**config.mk**
```make
export PLATFORM = sky130hd
export DESIGN_NAME = ras_ctrl
export DESIGN_NICKNAME = d
export VERILOG_FILES = /design/src/rtl/riscv_pkg.sv /design/src/rtl/ras_hint_dec.sv /design/src/rtl/ras_ctrl.sv
export SDC_FILE = /design/constraint.sdc
export NUM_CORES = 1
export LEC_CHECK = 0
export ABC_AREA = 1
export ABC_CLOCK_PERIOD_IN_PS = 12200
export BUFFER_PORTS_ARGS = -buffer_cell sky130_fd_sc_hd__buf_2
export CAP_MARGIN = 20
export CORE_ASPECT_RATIO = 0.5
export CORE_UTILIZATION = 40
export DETAILED_ROUTE_END_ITERATION = 6
export PLACE_DENSITY_LB_ADDON = 0.25
export REMOVE_ABC_BUFFERS = 1
export SKIP_LAST_GASP = 1
export SLEW_MARGIN = 0
export SYNTH_ARGS = -nofsm -noshare
export SYNTH_HDL_FRONTEND = slang
export SYNTH_SLANG_ARGS = --single-unit
```
**constraint.sdc**
```tcl
create_clock -name clk -period 12.2 [get_ports clk]
set_input_delay 1.22 -clock clk [delete_from_list [all_inputs] [get_ports clk]]
set_output_delay 1.22 -clock clk [all_outputs]
set_load 0.02 [all_outputs]
```
**src/rtl/riscv_pkg.sv**
```systemverilog
// Shared RISC-V fetch-side definitions for return-address-stack prediction.
// Provides opcode and link-register constants, RAS operation encoding,
// the checkpoint record, and the link-register test used by the decoder.
package riscv_pkg;

  localparam int RAS_DEPTH = 32;
  localparam int RAS_PTR_W = 5;
  localparam int RAS_XLEN  = 32;

  localparam logic [6:0] OPC_JAL  = 7'b1101111;
  localparam logic [6:0] OPC_JALR = 7'b1100111;

  localparam logic [4:0] X1 = 5'd1;
  localparam logic [4:0] X5 = 5'd5;

  typedef enum logic [1:0] {
    RAS_NONE,
    RAS_PUSH,
    RAS_POP,
    RAS_POPPUSH
  } ras_op_e;

  typedef struct packed {
    logic [RAS_PTR_W-1:0] ptr;
    logic [RAS_PTR_W:0]   count;
    logic [RAS_XLEN-1:0]  top;
  } ras_ckpt_t;

  function automatic logic is_link(input logic [4:0] r);
    return (r == X1) || (r == X5);
  endfunction

endpackage

```
**src/rtl/ras_hint_dec.sv**
```systemverilog
// Combinational call/return hint decoder for RISC-V JAL/JALR.
// Ports: instr_i (fetched word) -> op_o (RAS operation to apply).
// Pure combinational; no state, no latency.
module ras_hint_dec
  import riscv_pkg::*;
(
  input  logic [31:0] instr_i,
  output ras_op_e     op_o
);

  logic [6:0] opcode;
  logic [4:0] rd;
  logic [4:0] rs1;
  logic       unused_bits;

  assign opcode      = instr_i[6:0];
  assign rd          = instr_i[11:7];
  assign rs1         = instr_i[19:15];
  assign unused_bits = ^{instr_i[31:20], instr_i[14:12]};

  always_comb begin
    op_o = RAS_NONE;
    case (opcode)
      OPC_JAL: begin
        if (is_link(rd)) op_o = RAS_PUSH;
      end
      OPC_JALR: begin
        case ({is_link(rd), is_link(rs1)})
          2'b01:   op_o = RAS_POP;
          2'b10:   op_o = RAS_PUSH;
          // Same link register on both sides is a plain call (e.g. jalr ra, ra).
          2'b11:   op_o = (rd == rs1) ? RAS_PUSH : RAS_POPPUSH;
          default: op_o = RAS_NONE;
        endcase
      end
      default: op_o = RAS_NONE;
    endcase
  end

endmodule

```
**src/rtl/ras_ctrl.sv**
```systemverilog
// Return address stack owner: decodes fetch hints, pushes/pops, predicts returns.
// Ports: clk/reset; if_* fetch in; pred_*/ckpt_* registered out (1 cycle);
// rec_* flush restore in; ex_* resolved return in; ret_mispredict out.
module ras_ctrl
  import riscv_pkg::*;
#(
  parameter int DEPTH = RAS_DEPTH,
  parameter int PTR_W = RAS_PTR_W,
  parameter int XLEN  = RAS_XLEN
) (
  input  logic             clk,
  input  logic             reset,
  input  logic             if_valid,
  input  logic [XLEN-1:0]  if_pc,
  input  logic [31:0]      if_instr,
  output logic             pred_valid,
  output logic [XLEN-1:0]  pred_target,
  output logic [PTR_W-1:0] ckpt_ptr,
  output logic [PTR_W:0]   ckpt_count,
  output logic [XLEN-1:0]  ckpt_top,
  input  logic             rec_valid,
  input  logic [PTR_W-1:0] rec_ptr,
  input  logic [PTR_W:0]   rec_count,
  input  logic [XLEN-1:0]  rec_top,
  input  logic             ex_valid,
  input  logic [XLEN-1:0]  ex_pred_target,
  input  logic [XLEN-1:0]  ex_actual_target,
  output logic             ret_mispredict
);

  localparam logic [PTR_W:0] FULL = (PTR_W+1)'(DEPTH);

  // Contents are never reset; count_q gates every read.
  logic [XLEN-1:0]  stack_q [DEPTH];
  logic [PTR_W-1:0] wptr_q, wptr_d, wptr_m1;
  logic [PTR_W:0]   count_q, count_d;
  logic             pred_valid_q, pred_valid_d;
  logic [XLEN-1:0]  pred_target_q, pred_target_d;
  ras_ckpt_t        ckpt_q, ckpt_d;
  logic             mispred_q, mispred_d;
  logic [XLEN-1:0]  top, link_addr;
  logic             wr_en;
  logic [PTR_W-1:0] wr_idx;
  logic [XLEN-1:0]  wr_dat;
  ras_op_e          op;

  ras_hint_dec u_dec (
    .instr_i (if_instr),
    .op_o    (op)
  );

  assign wptr_m1   = wptr_q - PTR_W'(1);
  assign top       = (count_q != '0) ? stack_q[wptr_m1] : '0;
  assign link_addr = if_pc + XLEN'(4);

  always_comb begin
    wptr_d        = wptr_q;
    count_d       = count_q;
    pred_valid_d  = 1'b0;
    pred_target_d = pred_target_q;
    ckpt_d        = ckpt_q;
    wr_en         = 1'b0;
    wr_idx        = wptr_q;
    wr_dat        = link_addr;
    mispred_d     = ex_valid && (ex_pred_target != ex_actual_target);

    if (rec_valid) begin
      // Flush wins; the concurrent fetch (and its checkpoint) is discarded.
      wptr_d  = rec_ptr;
      count_d = rec_count;
      if (rec_count != '0) begin
        wr_en  = 1'b1;
        wr_idx = rec_ptr - PTR_W'(1);
        wr_dat = rec_top;
      end
    end else if (if_valid) begin
      ckpt_d = '{ptr: wptr_q, count: count_q, top: top};
      if (op == RAS_POP || op == RAS_POPPUSH) begin
        pred_valid_d  = (count_q != '0);
        pred_target_d = top;
      end
      case (op)
        RAS_PUSH: begin
          wr_en   = 1'b1;
          wptr_d  = wptr_q + PTR_W'(1);
          count_d = (count_q == FULL) ? FULL : count_q + (PTR_W+1)'(1);
        end
        RAS_POP: begin
          // Empty stack: no underflow wrap, state untouched.
          if (count_q != '0) begin
            wptr_d  = wptr_m1;
            count_d = count_q - (PTR_W+1)'(1);
          end
        end
        RAS_POPPUSH: begin
          // Non-empty: replace top in place. Empty: degenerates to a push.
          wr_en = 1'b1;
          if (count_q != '0) begin
            wr_idx = wptr_m1;
          end else begin
            wptr_d  = wptr_q + PTR_W'(1);
            count_d = count_q + (PTR_W+1)'(1);
          end
        end
        default: ;
      endcase
    end
  end

  always_ff @(posedge clk) begin
    if (reset) begin
      wptr_q        <= '0;
      count_q       <= '0;
      pred_valid_q  <= 1'b0;
      pred_target_q <= '0;
      ckpt_q        <= '0;
      mispred_q     <= 1'b0;
    end else begin
      wptr_q        <= wptr_d;
      count_q       <= count_d;
      pred_valid_q  <= pred_valid_d;
      pred_target_q <= pred_target_d;
      ckpt_q        <= ckpt_d;
      mispred_q     <= mispred_d;
    end
  end

  always_ff @(posedge clk) begin
    if (wr_en && !reset) stack_q[wr_idx] <= wr_dat;
  end

  assign pred_valid     = pred_valid_q;
  assign pred_target    = pred_target_q;
  assign ckpt_ptr       = ckpt_q.ptr;
  assign ckpt_count     = ckpt_q.count;
  assign ckpt_top       = ckpt_q.top;
  assign ret_mispredict = mispred_q;

endmodule

```
# Word level (Yosys, flattened, before mapping)
# Memories as Yosys holds them, arrays and structs flattened.
# Index checks and enable logic that the tools add are counted.
# classes
addsub,6
eq_ne,17
mux,28
bitwise_logic,3
reduce_logical,16
# ops
op,n
$mux 32,3
$mux 5,8
$add 32x3->32 const B,1
$ne 32x32->1,1
$mux 6,5
$pmux 6 s3,1
$pmux 5 s3,1
$eq 7x7->1 const B,2
$reduce_bool 6->1,2
$eq 5x1->1 const B,2
$eq 5x3->1 const B,2
$sub 5x1->5 const B,2
$eq 2x2->1 const B,4
$mux 1,7
$add 6x1->6 const B,1
$eq 6x6->1 const B,1
$pmux 2 s3,1
$reduce_and 3->1,2
$sub 6x1->6 const B,1
$add 5x1->5 const B,1
$eq 5x5->1,1
$eq 2x1->1 const B,2
$pmux 2 s2,1
$reduce_and 4->1,1
12 further kinds,17
# totals
register_bits,88
ramBits,1024
output_inout_bits,77
wordCells,79
mem_count,1
# memory_table
name,depth,width,rd,rd_ports_with_merged_regs,write_ports,line,text
stack_q,32,32,1,0,1,ras_ctrl.sv:34,logic [XLEN-1:0] stack_q [DEPTH];

# Longest topological paths before layout
# Gate-level depths: netlist of the first run.
# logic_depth
word_depth,13
depth_mapped,18
depth_no_buf,14

# Modules after synthesis
# A second synthesis of the first run with hierarchy kept.
# hier_totals
hier_cells,4295
hier_area_um2,47028.9
# modules_own_cells
module,instances,cells_each,area_per_inst_um2
ras_ctrl,1,4268,46918.7
ras_hint_dec,1,27,110.1

# Least setup slack after synthesis of the first run
# No wires, ideal clock.
# synth_path
path_kind,input-to-reg
start,input if_instr[2]
end,"memory stack_q[1][0] in the netlist's numbering, enable pin"
t_arrival_ns,3.663
required_time_ns,11.779
slack_ns,8.116
cell_stages,10
path_buffers,0
cell_sequence,nand3_1 nor2_4 nand4_4 nor2_2 nand2_1 nand3_1 nand2_1 inv_2 nand3_2 nor2_1
# synth_via
elab_chain_len,10
elab_cells_between_ends,15
# synth_lines
item,line,text
from (decl),ras_ctrl.sv:15,"input logic [31:0] if_instr,"
$eq 7x7->1,ras_hint_dec.sv:23,case (opcode)
$pmux 2 s2 (*),ras_hint_dec.sv:23,
$eq 2x2->1 or $eq 2x1->1 (tied branches),ras_ctrl.sv:82,case (op)
$reduce_or 2->1 (no source line),--,
$mux 1,ras_ctrl.sv:82,
$mux 1,ras_ctrl.sv:76,end else if (if_valid) begin
$mux 1,ras_ctrl.sv:67,if (rec_valid) begin
$logic_and 1x1->1,ras_ctrl.sv:129,if (wr_en && !reset) stack_q[wr_idx] <= wr_dat;
$mux 1,ras_ctrl.sv:129,
$mux 1 (not written as such),ras_ctrl.sv:129,
to (decl),ras_ctrl.sv:34,
# Mark *: on every way between the ends. The rest lies on a longest branch, timed or not.

# Final worst setup path of the first run
# layout_path
start,register wptr_q[0]
end,register pred_target_q[17] (netlist: pred_target[17])
# layout_via
elab_chain_len,3
# layout_lines
item,line,text
from (decl),ras_ctrl.sv:35,"logic [PTR_W-1:0] wptr_q, wptr_d, wptr_m1;"
from (signal assigned),ras_ctrl.sv:119,wptr_q <= wptr_d;
$sub 5x1->5,ras_ctrl.sv:52,assign wptr_m1 = wptr_q - PTR_W'(1);
$mem_v2 32x32,--,
$mux 32,ras_ctrl.sv:53,assign top = (count_q != '0) ? stack_q[wptr_m1] : '0;
to (signal assigned),ras_ctrl.sv:122,pred_target_q <= pred_target_d;
to (decl),ras_ctrl.sv:38,"logic [XLEN-1:0] pred_target_q, pred_target_d;"
# No other way between the ends.
# A chain may end at the register's enable or synchronous reset.

==> results of run 1 <==
synthesized netlist by cell type, types with 8 or more instances:
library cell / instances / area share, %
sky130_fd_sc_hd__inv_2: 20 / 0.16
sky130_fd_sc_hd__xor2_1: 31 / 0.58
sky130_fd_sc_hd__a22oi_1: 128 / 2.1
sky130_fd_sc_hd__nand4_1: 18 / 0.24
sky130_fd_sc_hd__nand3_2: 10 / 0.21
sky130_fd_sc_hd__o21a_1: 32 / 0.51
sky130_fd_sc_hd__o211ai_1: 37 / 0.59
sky130_fd_sc_hd__o21ai_0: 51 / 0.55
sky130_fd_sc_hd__nand3_1: 539 / 5.8
sky130_fd_sc_hd__nand2_2: 8 / 0.11
sky130_fd_sc_hd__a21oi_1: 340 / 3.6
sky130_fd_sc_hd__or2_2: 14 / 0.19
sky130_fd_sc_hd__buf_1: 17 / 0.14
sky130_fd_sc_hd__nor3_1: 44 / 0.47
sky130_fd_sc_hd__inv_1: 132 / 1.1
sky130_fd_sc_hd__buf_2: 144 / 1.5
sky130_fd_sc_hd__xnor2_1: 22 / 0.41
sky130_fd_sc_hd__nand2_1: 1138 / 9.1
sky130_fd_sc_hd__clkbuf_1: 86 / 0.69
sky130_fd_sc_hd__nor2_1: 152 / 1.2
sky130_fd_sc_hd__dfxtp_1: 88 / 3.8
sky130_fd_sc_hd__nor4_1: 11 / 0.15
sky130_fd_sc_hd__edfxtp_1: 1024 / 66
logic make-up after synthesis:
family          Yosys count
compound gates          593
xor+xnor                 56
fa+ha+maj                 6
buf+inv                 409
flops                  1112
mux                       6
simple gates           1956
how the worst min path moves through the flow:
stage,slack [ns],cells past startpoint,startpoint,to
after floorplan,0.50,2,count_q[1],ckpt_count[1]
after global placement,0.52,2,ckpt_ptr[0],ckpt_ptr[0]
after detailed placement,0.53,2,ckpt_ptr[0],ckpt_ptr[0]
after CTS,0.55,3,pred_target[25],pred_target[25]
after global routing,0.58,3,pred_target[17],pred_target[17]
final,0.55,3,pred_target[25],pred_target[25]
where the power goes:
part | leakage (nW) | switching (W) | internal [W] | total (W)
sequential | 9.93 | 0.0000194 | 0.00423 | 0.00425
clock | 1.64 | 0.00145 | 0.00182 | 0.00327
combinational | 7.81 | 0.000837 | 0.000302 | 0.00114
tightest hold or removal path, stage by stage (launching register included):
cell and delay (ns):
sky130_fd_sc_hd__dfxtp_1 0.32, sky130_fd_sc_hd__o21a_1 0.12, sky130_fd_sc_hd__nand2_1 0.04, sky130_fd_sc_hd__inv_1 0.04
sequential cells by signal, summed over array words and instances (netlist names):
name            cells
ckpt_count          6
pred_target        32
ckpt_top           32
stack_q          1024
pred_valid          1
ret_mispredict      1
ckpt_ptr            5
count_q             6
wptr_q              5
through the flow:
| step | hold WS (ns) | worst slack [ns] | std cells | power (W) | utilization (%) |
|---|---|---|---|---|---|
| global placement | 0.522 | 6.80 | 5722 | 0.00545 | 42.9 |
| finish | 0.548 | 6.86 | 5922 | 0.00866 | 45.9 |
| floorplan | 0.500 | -20.11 | 3884 | 0.00509 | - |
| detailed placement | 0.533 | 6.81 | 5722 | 0.00547 | 42.9 |
| CTS | 0.553 | 6.82 | 5918 | 0.00870 | 45.8 |
| global route | 0.578 | 6.49 | 5921 | 0.00896 | 45.9 |
layout make-up:
type | count | area, um^2 | area share (%)
Multi-Input combinational cell | 2617 | 12800 | 24.2
Clock inverter | 59 | 586 | 1.10
Inverter | 155 | 603 | 1.14
Sequential cell | 1112 | 32500 | 61.3
Tap cell | 1530 | 1910 | 3.61
Timing Repair Buffer | 310 | 1790 | 3.37
Clock buffer | 137 | 2800 | 5.27
Antenna cell | 2 | 5.00 | 0.00943
layer usage:
metal | part of all wire, % | GRT usage (%) | wire length [um]
met1 | 43 | 32.0 | 58900
met2 | 46 | 36.1 | 62900
met3 | 7.7 | 3.34 | 10500
met4 | 2.7 | 6.58 | 3630
met5 | 0 | 0 | 0
==> results.md, run 1 <==
* Critical path launch point: wptr_q[0]
* Count of standard-cell rows at 88
* Maximum number of buffers from clock root to sink at 3
* Min Clock Period, post-route at 5.34 ns
* CP dominant cell by count: sky130_fd_sc_hd__nand3_1
* Antenna Violating Nets Remaining at 0
* Remaining DRCs at 0
* Req. time, crit path at 12.81 ns
* Adder-cell area share of the yosys netlist at less than 1%
* TritonCTS clock tree: done
* Number of filler cells placed in the layout at 10.4k
* Flops & latches, synth at 1112
* Relative max-transition margin at 19.7%
* Floorplan die width at a little under 500 um
* Tot GR Track Use at a little under a quarter
* Syn-to-layout area delta at 13.4%
* Primary FF master, synth: sky130_fd_sc_hd__edfxtp_1
* Achievable Freq at roughly 190 MHz
* CTS Root Buffer Type: sky130_fd_sc_hd__clkbuf_16
* P per Cell Area at about 160 nW/um^2
* RSZ-0062 raised after global routing: no
* Vias per Instance at roughly 5.5
* Critical Path Sink: pred_target[17]
* Total via count after detailed routing at 32.5k
* Instance count of the mapped netlist at 4138
* DIE AREA at ~120000 um^2
* CP Class: reg -> reg
* Startpoint type of the worst setup path: flip-flop
* Critical Path End Type: flip-flop
* Final setup skew at 0.0191 ns
* Via count of the first global-routing pass at 30.6k
* Reg2reg start: wptr_q[0]
* Class of the most critical hold timing path: reg -> reg
* Peak VDD IR at about 0.00012 V
* Synthesized-area fraction occupied by xor and xnor cells at approximately 1.1%
* Leakage power of the design at 19.4 nW
* Effective utilization at floorplan at 40.5%
* Share of final-layout standard cells stronger than drive strength 1 at between 10% and 20%
* Antenna violations before repair at 1
* Family of cells with the greatest summed delay on the critical path: buffers and inverters
* Number of enable-type register cells in the synthesized netlist at 1024
* Iteration count of the initial detailed-routing pass at 6
* Sequence of cells on the critical path: inv_8, ha_4, inv_8, buf_4, buf_4, nand3_1, nand3_1, nand2_1, o211ai_1, nand3_1, nand2_1, inv_1
* Simple logic cell fraction of the synthesized area at ~18%
* Share of flip-flops with an asynchronous set or reset after synthesis at 0%
* Cell Area, Placed at between 40000 and 50000 um^2
* Most common library cell in the layout ignoring fill and taps: sky130_fd_sc_hd__nand2_1
* Number of input and output port buffers inserted at 237
* Pin count of the biggest net entering global routing at approximately 240
* Fin crit share at between 40% and 50%
* Htree depth at 3
* Floorplan die height at approximately 240 um
* Aggregate global routing overflow at 0
* Maximum fanout along the worst path at 131
* Starting DRC count in detailed routing at roughly 3.5k
* Worst reg2reg setup slack at 6.86 ns
* Arrival time at the worst endpoint at 5.95 ns
* Final number of setup-violating endpoints at 0
* Routability Congestion at slightly below 0.9
* Count of cell instances traversed by the critical path at 12
* First-pass GRT wire length at ~200000 um
* Synth cell types at 40
* Worst-Skew Late Latency at roughly 0.7 ns
* Clock sink count at 1112
* Final design area excluding fillers at 53000 um^2
* Clock-pin slew of the registers on the worst-case setup and hold paths at about 0.060 ns
* Max-slew violation count at 0
* Number of buffers and inverters on the critical path at 5
* Largest family of logic cells by synthesized area: simple AND/OR/NAND/NOR gates
* Worst reg2reg path depth at 12
* Standard cell core area at between 100000 and 150000 um^2
* Part of the Yosys area used for sequential elements at a little over two thirds
* Average cell area after synthesis at around 11 um^2
* Most used cells in the layout excluding fill and tap cells: 1137 x sky130_fd_sc_hd__nand2_1, 1024 x sky130_fd_sc_hd__edfxtp_1, 539 x sky130_fd_sc_hd__nand3_1, 336 x sky130_fd_sc_hd__a21oi_1, 237 x sky130_fd_sc_hd__buf_2
* Number of warning messages in the yosys log at 0
* Hold-fix buffers, CTS at 0
* Max-Cap Viols at 0
* CP peak stage delay at approximately 0.86 ns
* Post-CTS Resized at 0
* Average wire per cell in the routed design at ~23 um
* Final hold violation count at 0
* Total clock buffers created by CTS at approximately 100
* Capturing point of the worst reg2reg path: pred_target[17]
* Wire length after detailed routing at roughly 140000 um
* Detailed Place HPWL at 70500 um
* Count of pins on the block boundary at about 250
* Portion of netlist area occupied by mux cells at less than 1%
* Worst-Margin Slew at approximately 1.2 ns
* Post-synth design cell area at around 47000 um^2
* Nets@finish at about 4.5k
* Outcome: finished clean
* Area fraction in compound gates after synthesis at 7.40%
* Number of setup buffers added after CTS at 0
* Crit path max-delay cell type: sky130_fd_sc_hd__buf_4
* Setup TNS at 0 ns
(Power assumes the default switching activity.)
==> inputs of run 2 (changes only) <==
--- a/config.mk
+++ b/config.mk
@@ -6,7 +6,7 @@
 export NUM_CORES = 1
 export LEC_CHECK = 0
 export ABC_AREA = 1
-export ABC_CLOCK_PERIOD_IN_PS = 12200
+export ABC_CLOCK_PERIOD_IN_PS = 4700
 export BUFFER_PORTS_ARGS = -buffer_cell sky130_fd_sc_hd__buf_2
 export CAP_MARGIN = 20
 export CORE_ASPECT_RATIO = 0.5
==> constraint.sdc (replaced) <==
create_clock -name clk -period 4.7 [get_ports clk]
set_input_delay 0.47 -clock clk [delete_from_list [all_inputs] [get_ports clk]]
set_output_delay 0.47 -clock clk [all_outputs]
set_load 0.02 [all_outputs]
==> run 2 against run 1 <==
  * Via count down 0.21%
  * Worst setup slack worse by 6.2 ns
  * Register-to-register slack worse by 6.2 ns
  * Clock power rose to 2.5 times the previous value
  * Design area up 0.27%
  * Routed wire length up 0.73%
  * Flip-flop and latch count unchanged
  * Power rose to 2.6 times the previous value
  * Die area unchanged
  * Combinational power rose to 2.7 times the previous value
  * Non-clock buffer count up 10
  * First-iteration DRC count down 9.1%
  * Largest cell class unchanged
==> results.md, run 2 (synthesis results as in run 1) <==
* Peak VDD IR at 0.000356 V (+190%)
* Number of input and output port buffers inserted at 237 (unchanged)
* Worst-Margin Slew at 1.39 ns (+0.183 ns)
* Iteration count of the initial detailed-routing pass at 6 (unchanged)
* Arrival time at the worst endpoint at 4.36 ns (-1.59 ns)
* Pin count of the biggest net entering global routing at 219 (-7.2%)
* Maximum number of buffers from clock root to sink at 3 (unchanged)
* Antenna violations before repair at 5 (+4)
* Nets@finish at 4488 (+0.16%)
* Starting DRC count in detailed routing at 3187 (-9.1%)
* Maximum fanout along the worst path at 101 (-23%)
* Worst slack, placed at 0.744 ns (-6.06 ns)
* Min Clock Period, post-route at 4.02 ns (-1.32 ns)
* Startpoint type of the worst setup path: flip-flop
* Class of the most critical hold timing path: in -> reg
* Count of standard-cell rows at 88 (unchanged)
* First-pass GRT wire length at 201000 um (+0.38%)
* Tot GR Track Use at 22.7% (+0.11 points)
* Number of setup buffers added after CTS at 0 (unchanged)
* Antenna Violating Nets Remaining at 0 (unchanged)
* Routability Congestion at 0.852 (-2.8%)
* Floorplan die width at 486 um (unchanged)
* Standard cell core area at 116000 um^2 (unchanged)
* Achievable Freq at 249 MHz (+33%)
* Floorplan die height at 244 um (unchanged)
* Flip-flop count of the largest register, all copies and words added at 1024 (unchanged)
* Syn-to-layout area delta at 13.7%
* Total clock buffers created by CTS at 100 (-2.9%)
* P per Cell Area at 418 nW/um^2 (+160%)
* Design Power at 0.0222 W (+160%)
* Req. time, crit path at 5.04 ns (-7.77 ns)
* Relative max-transition margin at 7.52% (-12 points)
* DIE AREA at 118000 um^2 (unchanged)
* Share of final-layout standard cells stronger than drive strength 1 at 13.2% (+0.061 points)
* Total via count after detailed routing at 32.5k (-0.21%)
* Worst-Skew Late Latency at 0.72 ns (+0.02 ns)
* Most common library cell in the layout ignoring fill and taps: sky130_fd_sc_hd__nand2_1
* Clock-pin slew of the registers on the worst-case setup and hold paths at 0.07 ns (about the same)
* Detailed Place HPWL at 74900 um (+6.3%)
* Count of pins on the block boundary at 253 (unchanged)
* Via count of the first global-routing pass at 30.5k (-0.22%)
* RSZ-0062 raised after global routing: no
* Number of filler cells placed in the layout at 10.4k (-0.14%)
* Post-CTS Resized at 0 (unchanged)
* Most used cells in the layout excluding fill and tap cells: 1137 x sky130_fd_sc_hd__nand2_1, 1024 x sky130_fd_sc_hd__edfxtp_1, 539 x sky130_fd_sc_hd__nand3_1, 336 x sky130_fd_sc_hd__a21oi_1, 237 x sky130_fd_sc_hd__buf_2
* TritonCTS clock tree: done
* Final core occ at 46.0% (+0.12 points)
* Final setup skew at 0.0245 ns (+0.00534 ns)
* Leakage power of the design at 19.4 nW (+0.21%)
* Max-slew violation count at 0 (unchanged)
* Wire length after detailed routing at 137000 um (+0.73%)
* Aggregate global routing overflow at 0 (unchanged)
* Setup TNS at 0 ns (unchanged)
* Fin crit share at 85.6% (+42 points)
* Max-Cap Viols at 0 (unchanged)
* Vias per Instance at 5.49 (-0.14%)
* Register ranked first by flip-flop count: stack_q
* Htree depth at 3 (unchanged)
* Outcome: finished clean
* Worst path setup slack after routing at 0.676 ns (-6.18 ns)
* CTS Root Buffer Type: sky130_fd_sc_hd__clkbuf_16
* Remaining DRCs at 0 (unchanged)
* Effective utilization at floorplan at 40.5% (unchanged)
* Clock sink count at 1112 (unchanged)
* Final hold violation count at 0 (unchanged)
* CP Class: reg -> reg
* Final number of setup-violating endpoints at 0 (unchanged)
* Average wire per cell in the routed design at 23.1 um (+0.79%)
* Hold-fix buffers, CTS at 1 (+1)
* Critical Path End Type: flip-flop
[run 2: changes by cell type in the layout (fill, tap and decap cells not counted), sizes merged]
cell,delta
buf,+9
dlygate4sd3,+1
inv,+2
clkbuf,-16
clkinvlp,-1
diode,+1
[run 2: path summary, 6_finish.rpt]
kind	startpoint	slack, ns	depth (start not counted)	to
setup / recovery	wptr_q[0]	0.68	12	stack_q[14][1]
hold / removal	rec_count[5]	0.11	5	count_q[5]
setup reg to reg	wptr_q[0]	0.68	12	stack_q[14][1]
hold reg to reg	ckpt_count[0]	0.54	2	ckpt_count[0]
[run 2: per-stage QoR]
step	cells	hold slack, ns	instance area, um^2
4_1_cts	5912	0.0601	53100
3_3_place_gp	5730	0.523	49900
5_1_grt	5916	0.140	53200
6_report	5918	0.110	53200
2_1_floorplan	3884	0.500	45600
3_5_place_dp	5730	0.525	49900
[run 2: cell type report]
type	instances	area [um^2]	share of cell area, %
antenna	3	7.51	0.0141
clock buffer	121	2600	4.89
timing repair buffer	320	2110	3.98
tap	1530	1910	3.60
multi-input combinational	2617	12800	24.1
inverter	155	601	1.13
clock inverter	60	606	1.14
sequential	1112	32500	61.1
[run 2: power by group]
group	internal, W	total (W)	switching [W]
registers	0.0110	0.0110	0.0000388
clock network	0.00447	0.00819	0.00372
logic	0.000825	0.00303	0.00220
total	0.0163	0.0222	0.00596
[run 2: worst max-delay path, stage by stage (launching register included)]
cell and delay, ns:
sky130_fd_sc_hd__dfxtp_4 0.37, sky130_fd_sc_hd__inv_8 0.41, sky130_fd_sc_hd__ha_4 0.33, sky130_fd_sc_hd__inv_8 0.25, sky130_fd_sc_hd__nand2_1 0.09, sky130_fd_sc_hd__o21ai_1 0.10
sky130_fd_sc_hd__nand2_1 0.07, sky130_fd_sc_hd__nand3_1 0.10, sky130_fd_sc_hd__nand2_2 0.12, sky130_fd_sc_hd__nor2_4 0.12, sky130_fd_sc_hd__nand2_2 0.27, sky130_fd_sc_hd__nor2_4 0.69
sky130_fd_sc_hd__buf_4 0.56
[run 2: per-layer routing]
layer	vias up	track usage, %	wire length (um)
met1	16200	32.0	60200
met2	1122	36.5	64500
li1	15000	-	-
met3	188	3.66	9180
met5	-	0	0
met4	0	6.02	3040
